### src/rtl/fpu_operand_sequencer.sv
// Operand sequencer for a free-running fpu: queues operand pairs, holds each pair
// on the fpu inputs for a fixed settle time, then captures and offers the result.
module fpu_operand_sequencer #(
  parameter int DEPTH       = 4,
  parameter int HOLD_CYCLES = 64
) (
  input  logic        clock100KHz,
  input  logic        reset,
  input  logic        in_valid,
  output logic        in_ready,
  input  logic [31:0] in_op_A,
  input  logic [31:0] in_op_B,
  output logic [31:0] op_A_out,
  output logic [31:0] op_B_out,
  input  logic [31:0] fpu_data_in,
  input  logic [3:0]  fpu_status_in,
  output logic        res_valid,
  input  logic        res_ready,
  output logic [31:0] res_data,
  output logic [3:0]  res_status,
  input  logic        clear_sticky,
  output logic [3:0]  sticky_status,
  output logic [7:0]  done_count
);

  localparam int AW = (DEPTH > 1) ? $clog2(DEPTH) : 1;
  localparam int CW = $clog2(HOLD_CYCLES);

  localparam logic [1:0] ST_IDLE    = 2'd0;
  localparam logic [1:0] ST_DRIVE   = 2'd1;
  localparam logic [1:0] ST_PRESENT = 2'd2;

  localparam logic [AW:0]   FULL_COUNT = (AW + 1)'(DEPTH);
  localparam logic [AW:0]   CNT_ONE    = (AW + 1)'(1);
  localparam logic [AW-1:0] PTR_ONE    = AW'(1);
  localparam logic [CW-1:0] HOLD_LOAD  = CW'(HOLD_CYCLES - 1);
  localparam logic [CW-1:0] HOLD_ONE   = CW'(1);

  logic [63:0]   mem_r [DEPTH];
  logic [AW-1:0] wr_ptr_r;
  logic [AW-1:0] rd_ptr_r;
  logic [AW:0]   count_r;
  logic [1:0]    state_r;
  logic [CW-1:0] hold_cnt_r;
  logic          push_s;
  logic          pop_s;
  logic          capture_s;

  // Full blocks a push even when a pop happens on the same edge (no bypass).
  assign in_ready = (count_r != FULL_COUNT);

  // Handshake and state-derived strobes.
  always_comb begin
    push_s    = in_valid && in_ready;
    pop_s     = (state_r == ST_IDLE) && (count_r != {(AW + 1){1'b0}});
    capture_s = (state_r == ST_DRIVE) && (hold_cnt_r == {CW{1'b0}});
  end

  // Operand FIFO storage, pointers and occupancy.
  always_ff @(posedge clock100KHz or negedge reset) begin
    if (!reset) begin
      wr_ptr_r <= {AW{1'b0}};
      rd_ptr_r <= {AW{1'b0}};
      count_r  <= {(AW + 1){1'b0}};
      for (int i = 0; i < DEPTH; i++) begin
        mem_r[i] <= 64'h0;
      end
    end else begin
      if (push_s) begin
        mem_r[wr_ptr_r] <= {in_op_A, in_op_B};
        wr_ptr_r        <= wr_ptr_r + PTR_ONE;
      end
      if (pop_s) begin
        rd_ptr_r <= rd_ptr_r + PTR_ONE;
      end
      case ({push_s, pop_s})
        2'b10:   count_r <= count_r + CNT_ONE;
        2'b01:   count_r <= count_r - CNT_ONE;
        default: count_r <= count_r;
      endcase
    end
  end

  // Sequencing FSM: load operands, wait out the hold time, capture, present.
  always_ff @(posedge clock100KHz or negedge reset) begin
    if (!reset) begin
      state_r    <= ST_IDLE;
      hold_cnt_r <= {CW{1'b0}};
      op_A_out   <= 32'h0;
      op_B_out   <= 32'h0;
      res_valid  <= 1'b0;
      res_data   <= 32'h0;
      res_status <= 4'h0;
      done_count <= 8'h0;
    end else begin
      case (state_r)
        ST_IDLE: begin
          if (pop_s) begin
            {op_A_out, op_B_out} <= mem_r[rd_ptr_r];
            hold_cnt_r           <= HOLD_LOAD;
            state_r              <= ST_DRIVE;
          end
        end
        ST_DRIVE: begin
          if (capture_s) begin
            res_data   <= fpu_data_in;
            res_status <= fpu_status_in;
            res_valid  <= 1'b1;
            done_count <= done_count + 8'd1;
            state_r    <= ST_PRESENT;
          end else begin
            hold_cnt_r <= hold_cnt_r - HOLD_ONE;
          end
        end
        ST_PRESENT: begin
          if (res_ready) begin
            res_valid <= 1'b0;
            state_r   <= ST_IDLE;
          end
        end
        default: begin
          res_valid <= 1'b0;
          state_r   <= ST_IDLE;
        end
      endcase
    end
  end

  // A clear on the capture edge wipes history first, so only the new status survives.
  always_ff @(posedge clock100KHz or negedge reset) begin
    if (!reset) begin
      sticky_status <= 4'h0;
    end else if (capture_s) begin
      sticky_status <= (clear_sticky ? 4'h0 : sticky_status) | fpu_status_in;
    end else if (clear_sticky) begin
      sticky_status <= 4'h0;
    end else begin
      sticky_status <= sticky_status;
    end
  end

endmodule

### config.mk
export PLATFORM = sky130hd
export DESIGN_NAME = fpu_operand_sequencer
export DESIGN_NICKNAME = d
export VERILOG_FILES = /design/src/rtl/fpu_operand_sequencer.sv
export SDC_FILE = /design/constraint.sdc
export NUM_CORES = 1
export LEC_CHECK = 0
export CORE_UTILIZATION = 34
export DETAILED_ROUTE_END_ITERATION = 12
export GPL_TIMING_DRIVEN = 0
export PLACE_DENSITY = 0.59
export SYNTH_ARGS = -nofsm -noshare
export SYNTH_HDL_FRONTEND = slang
export SYNTH_SLANG_ARGS = --single-unit
### constraint.sdc
create_clock -name clock100KHz -period 7.6 [get_ports clock100KHz]
set_input_delay 1.52 -clock clock100KHz [delete_from_list [all_inputs] [get_ports clock100KHz]]
set_output_delay 1.52 -clock clock100KHz [all_outputs]
set_load 0.02 [all_outputs]
==> results of run 1 <==
## worst reg2reg max path, delay by kind of cell (launching register included)
kind          cells  cell delay, ps
fa+ha+maj         2             660
flops             1             350
simple gates      2             520
xor+xnor          2             300
buf+inv           5            1130
## final timing paths
path	endpoint	slack, ps	cells past startpoint	startpoint
max	in_ready	4200	3	count_r[0]
min	done_count[7]	470	1	done_count[7]
max reg2reg	count_r[2]	4580	11	state_r[1]
min reg2reg	done_count[7]	470	1	done_count[7]
max in group asynchronous	res_data[8]	5300	3	reset
min in group asynchronous	op_A_out[5]	920	1	reset
## sequential cells by signal, summed over array words and instances (netlist names)
name	count
op_B_out	32
sticky_status	4
done_count	8
wr_ptr_r	2
state_r	2
res_valid	1
mem_r	256
hold_cnt_r	6
rd_ptr_r	2
op_A_out	32
res_status	4
count_r	3
res_data	32
## final cells by class
cell class	count	area share (%)
Clock inverter	13	0.843
Inverter	15	0.271
Timing Repair Buffer	221	10.9
Buffer	62	2.08
Sequential cell	384	46.2
Tap cell	607	3.66
Multi-Input combinational cell	711	29.5
Clock buffer	66	6.49
## metrics by stage
step                 TNS, ps  worst slack [ps]  instances  utilization (%)
floorplan                  0              4750       1172                -
CTS                        0              4140       2079             44.3
global route               0              4110       2079             44.3
global placement    -4594000            -12010       1997             40.9
finish                     0              4200       2079             44.3
detailed placement         0              4150       2000             41.1
## logic make-up (layout without fill, tap and decap cells)
group	count (synthesis)	in the layout	synth area share [%]
flops	384	384	59.2
simple gates	352	352	8.74
mux	321	321	26.9
buf+inv	77	377	3.01
compound gates	16	16	0.640
xor+xnor	13	13	0.702
fa+ha+maj	9	9	0.740
## metal layers
layer	track usage, %	part of all wire [%]	up-vias	wire, µm
met2	26.8	49	163	18500
met3	3.05	4.3	48	1630
met5	0	0.069	-	26
met4	4.51	1.8	4	683
li1	-	-	4583	-
met1	21.0	45	5050	16800
## layout by cell type (no fill, tap or decap), types with 2 or more instances in the layout
master	netlist	final
dfrtp_1	384	384
nand2_1	314	314
mux2_2	236	236
clkdlybuf4s50_1	0	217
mux4_2	64	64
clkbuf_16	0	47
clkbuf_1	21	30
buf_6	24	24
buf_2	15	15
inv_1	14	14
mux2_1	10	10
mux2_4	10	10
clkbuf_8	0	10
xnor2_1	9	9
o21ai_0	8	8
ha_1	8	8
nor2_1	7	7
clkinv_2	0	7
nand3_1	6	6
nor3_1	4	4
nand2_4	4	4
xor2_1	4	4
bufinv_16	0	4
or3_1	3	3
nor4_1	3	3
or4_1	3	3
buf_16	0	3
buf_1	2	2
nor2b_1	2	2
nand4_1	2	2
o22ai_1	2	2
a31oi_1	2	2
## power by group through the flow
stage / registers (mW) / logic (mW) / clock network, mW
6_report: 3.52 / 3.33 / 2.20
5_1_grt: 3.65 / 3.62 / 2.35
4_1_cts: 3.53 / 3.41 / 2.28
3_5_place_dp: 3.56 / 3.40 / 0
3_3_place_gp: 3.53 / 3.32 / 0
2_1_floorplan: 3.70 / 2.07 / 0
==> metrics, run 1 <==
worst slew pin tran=805 ps; logic gate share of total power=36.8%; top cell type's share of synthesized area=59.2%; crit share post-route=44.8%; die area=0.0486 mm²; drc violations=15; Initial Util=34.6%; share of cells above drive strength 1=29.2%; syn nets=1286; WP data required=6080 ps; Tot GR Track Use=16.0%; Flop pwr share=38.9%; Clock Tree Buf Depth=3; via total after detailed routing=9848; worst path cell trace=nor2_1 -> nand2_1 -> clkdlybuf4s50_1; Async S/R FF share, synth=100%; PortBufs=218; failing checks=DRC; initial antenna violation count=2; Period minus WS final=3400 ps; Nets=1554; CP max stage cell=clkdlybuf4s50_1; crit start category=flop; Die H=220 µm; Sw Ratio=30.5%; top post-synthesis cells by area=dfrtp_1 59%, mux2_2 16%, mux4_2 8.9%; worst hold path class=reg -> reg; status=complete, but fails checks; Placed Area=0.0193 mm²; Worst slew margin=46.4%; fillers=4373; Num CTS Buffers=45; post-CTS setup buffer count=0; max cap viols=0; Synth Warn #=0; CP arrival=1880 ps; Seq/Total Area, Yosys=59.2%; P_int=6.29 mW; number of flops mapped to enable cells by yosys=0; PostCTS Resize Cnt=0; post-route cell area=0.0208 mm²; first-pass GRT wire length=59600 µm; drt first-iter violations=472; clock skew=12.9 ps; storage element area=0.00961 mm²; area added between synthesis and finish=28.1%; Core Area=0.0469 mm²; vias in the first global route=10600; Syn Std Cell Area=0.0162 mm²; delay-heaviest family, CP=buffers and inverters; Rows=79; post-synthesis instance total=1172; H-tree levels=2; GR Overflow Total=0; Vias/cell=4.74; RSZ-0062 raised after global routing=false; Die X=220 µm; root buf cell=clkbuf_16; Slew Limit Fails=0; Routed Antenna Nets=0; WHS=468 ps; count leader, synth=dfrtp_1; Hold Fails Final Rpt=0; crit-path max FO=5; highest cell delay on the worst timing path=560 ps; Synth Register Bits=384; Synth cell types=37; syn avg cell area=13.8 µm²; Initial DRT Pass Iterations=8; worst vdd ir=190 µV; dpl hpwl=25100 µm; final setup fails=0; Hold Buf Count CTS=0; average wire per cell in the routed design=18.1 µm; CTS Sinks=384; Pwr Density=436 mW/mm²; multi-input logic area=0.00613 mm²; WP buf/inv=1; pin count of the biggest net entering global routing=123; Yosys top cell by area=dfrtp_1; I/O Pins=219; Overall Power=9.05 mW; sw power=2.76 mW; ANT cells=0; clk slew on worst S/H paths=50 ps; CP Class=reg -> out; CP endpoint kind=output port; top_reg_cell synth=dfrtp_1; achievable clock frequency=294 MHz; WL final=37700 µm; RD Place Congestion=0.735; Post-synth top cells=384 x dfrtp_1, 314 x nand2_1, 236 x mux2_2; Pleak=9.18 nW; clock power share=24.3%; CTS tree=built; Clock Latency Late Sink=560 ps
Note: power is estimated with default switching activity, not from simulation.
==> run 2, diff against run 1 <==
- PLACE_DENSITY: 0.59 -> 0.61
- clock period: 7.6 -> 3.1 ns (I/O delays scaled with it)
==> run 2 against run 1 <==
The flow still finishes with violations (DRC). Clock skew shrank 4.5 ps. Global-route usage increased by 0.13 points. Power increased by 140%. Flip-flop and latch count did not move. Register-to-register slack worse by 4100 ps. Critical endpoint is now count_r[2]. Via count up 0.89%. Wire length increased by 0.54%. Critical path depth rose by 7.
==> metrics, run 2 (synthesis gave the netlist of run 1 again) <==
status=complete, but fails checks; failing checks=DRC; dpl hpwl=24800 µm (-1.2%); WP buf/inv=4 (+3); Sw Ratio=30.9% (+0.45 points); PortBufs=218 (unchanged); Core Area=0.0469 mm² (unchanged); WP data required=3590 ps (-2490 ps); post-route cell area=0.0207 mm² (-0.57%); CP arrival=3150 ps (+1270 ps); Nets=1553 (-0.064%); Hold EP=done_count[7]; via total after detailed routing=9936 (+0.89%); post-CTS setup buffer count=0 (unchanged); Die H=220 µm (unchanged); achievable clock frequency=376 MHz; Clock Latency Late Sink=570 ps (about the same); crit start category=flop; worst path cell trace=clkbuf_1 -> or3_1 -> buf_2 -> inv_2 -> ha_1 -> inv_1 -> fa_1 -> xor2_1 -> nor2_1 -> xor2_1; CP Class=reg -> reg; Biggest register=mem_r; RR Endpoint=count_r[2]; commonest non-fill, non-tap cell in the layout=dfrtp_1; final setup fails=0 (unchanged); Final Util=44.1% (-0.25 points); Placed Area=0.0193 mm² (unchanged); crit-path max FO=13 (+8); vias in the first global route=10600 (-0.085%); Slew Limit Fails=0 (unchanged); met2 GRT Util=26.7% (-0.031 points); GRT Max-Usage Layer=met2; Period minus WS final=2660 ps; max cap viols=0 (unchanged); Tot GR Track Use=16.1% (+0.13 points); Initial Util=34.6% (unchanged); area added between synthesis and finish=27.3%; RD Place Congestion=0.731 (-0.46%); initial antenna violation count=1 (-1); worst vdd ir=530 µV (+180%); root buf cell=clkbuf_16; Largest register FFs=256 (unchanged); H-tree levels=2 (unchanged); Die X=220 µm (unchanged); hold path startpoint=done_count[7]; Flop pwr share=39.5% (+0.6 points); Num CTS Buffers=44 (-2.2%); drc violations=12 (-3); Overall Power=21.8 mW (+140%); Cells on Worst Hold Path=1 (unchanged); M1 GR Usage=21.2% (+0.12 points); Pleak=9.11 nW (-0.80%); R2R cell count=10 (-1); die area=0.0486 mm² (unchanged); P_int=15.1 mW (+140%); Initial DRT Pass Iterations=8 (unchanged); WL final=37900 µm (+0.54%); average wire per cell in the routed design=18.2 µm (+0.64%); clk slew on worst S/H paths=60 ps (about the same); CTS tree=built; Worst slew margin=46.8% (+0.39 points); WHS=469 ps (+1.05 ps); setup tns final=0 ps (unchanged); drt first-iter violations=588 (+25%); clock skew=8.42 ps (-4.45 ps); crit share post-route=85.8%; worst r2r src=state_r[1]; CTS Sinks=384 (unchanged); GR Overflow Total=0 (unchanged); delay-heaviest family, CP=buffers and inverters; met3 usage=3.24% (+0.19 points); Routed Antenna Nets=0 (unchanged); pin count of the biggest net entering global routing=122 (-0.81%); Crit path top cell by count=xor2_1; Vias/cell=4.78 (+0.99%); worst slew pin tran=799 ps (-5.91 ps); Pwr Density=1060 mW/mm² (+140%); Hold Fails Final Rpt=0 (unchanged); Clock Tree Buf Depth=3 (unchanged); first-pass GRT wire length=60100 µm (+0.86%); PostCTS Resize Cnt=0 (unchanged); ANT cells=0 (unchanged); clock power share=23.0% (-1.3 points); CP endpoint kind=flop; Rows=79 (unchanged); worst hold path class=reg -> reg; flop2flop setup slack=440 ps (-4140 ps); commonest cells after routing, fill and taps aside=384 x dfrtp_1, 314 x nand2_1, 236 x mux2_2, 217 x clkdlybuf4s50_1, 64 x mux4_2; RSZ-0062 raised after global routing=false; highest cell delay on the worst timing path=410 ps (-150 ps); share of cells above drive strength 1=28.9% (-0.30 points); I/O Pins=219 (unchanged); CP max stage cell=or3_1; logic gate share of total power=37.5% (+0.7 points); sw power=6.75 mW (+140%)
==> run 2: what timing repair did <==
item                                   CTS  global route
hold buffers                             1             0
setup endpoints to repair                1             0
endpoints found under the hold margin   26             0
==> run 2: worst max path at each step <==
stage,cells after the start,to,slack (ps),from
3_5_place_dp,11,count_r[2],-30,state_r[1]
3_3_place_gp,1,mem_r[102],-15360,reset
4_1_cts,10,count_r[2],370,state_r[1]
2_1_floorplan,11,count_r[2],670,state_r[1]
5_1_grt,10,count_r[2],250,state_r[1]
6_report,10,count_r[2],440,state_r[1]
==> run 2: metal layers <==
metal,part of all wire [%],routed length [µm]
met5,0.024,9
met3,4.5,1690
met2,49,18500
met1,44,16800
met4,2.3,867
==> run 2: area by class of cell <==
| class | instances | area (µm²) |
|---|---|---|
| fillers | 4308 | 26200 |
| flip-flops and latches | 384 | 9610 |
| multi-input cells | 711 | 6130 |
| repair buffers | 222 | 2280 |
| clock buffers | 67 | 1310 |
| well taps | 607 | 759 |
| plain buffers | 61 | 428 |
| clock inverters | 10 | 90.1 |
| inverters | 15 | 56.3 |
==> run 2: stage by stage <==
stage	instances	setup slack (ps)
finish	2077	440
global route	2077	251
CTS	2077	369
detailed placement	2000	-30.5
global placement	1997	-15360
floorplan	1172	669
==> run 2: power groups by stage <==
stage | clock network (mW) | registers [mW] | logic [mW]
2_1_floorplan | 0 | 9.08 | 5.08
3_3_place_gp | 0 | 8.63 | 8.10
3_5_place_dp | 0 | 8.70 | 8.32
4_1_cts | 5.20 | 8.64 | 8.35
5_1_grt | 5.39 | 8.92 | 8.90
6_report | 5.02 | 8.63 | 8.18
==> run 3, diff against run 2 <==
- ABC_CLOCK_PERIOD_IN_PS: default -> 3100
==> results of run 3 <==
Same layout as run 2: the final DEF is identical, and so are final timing and power.
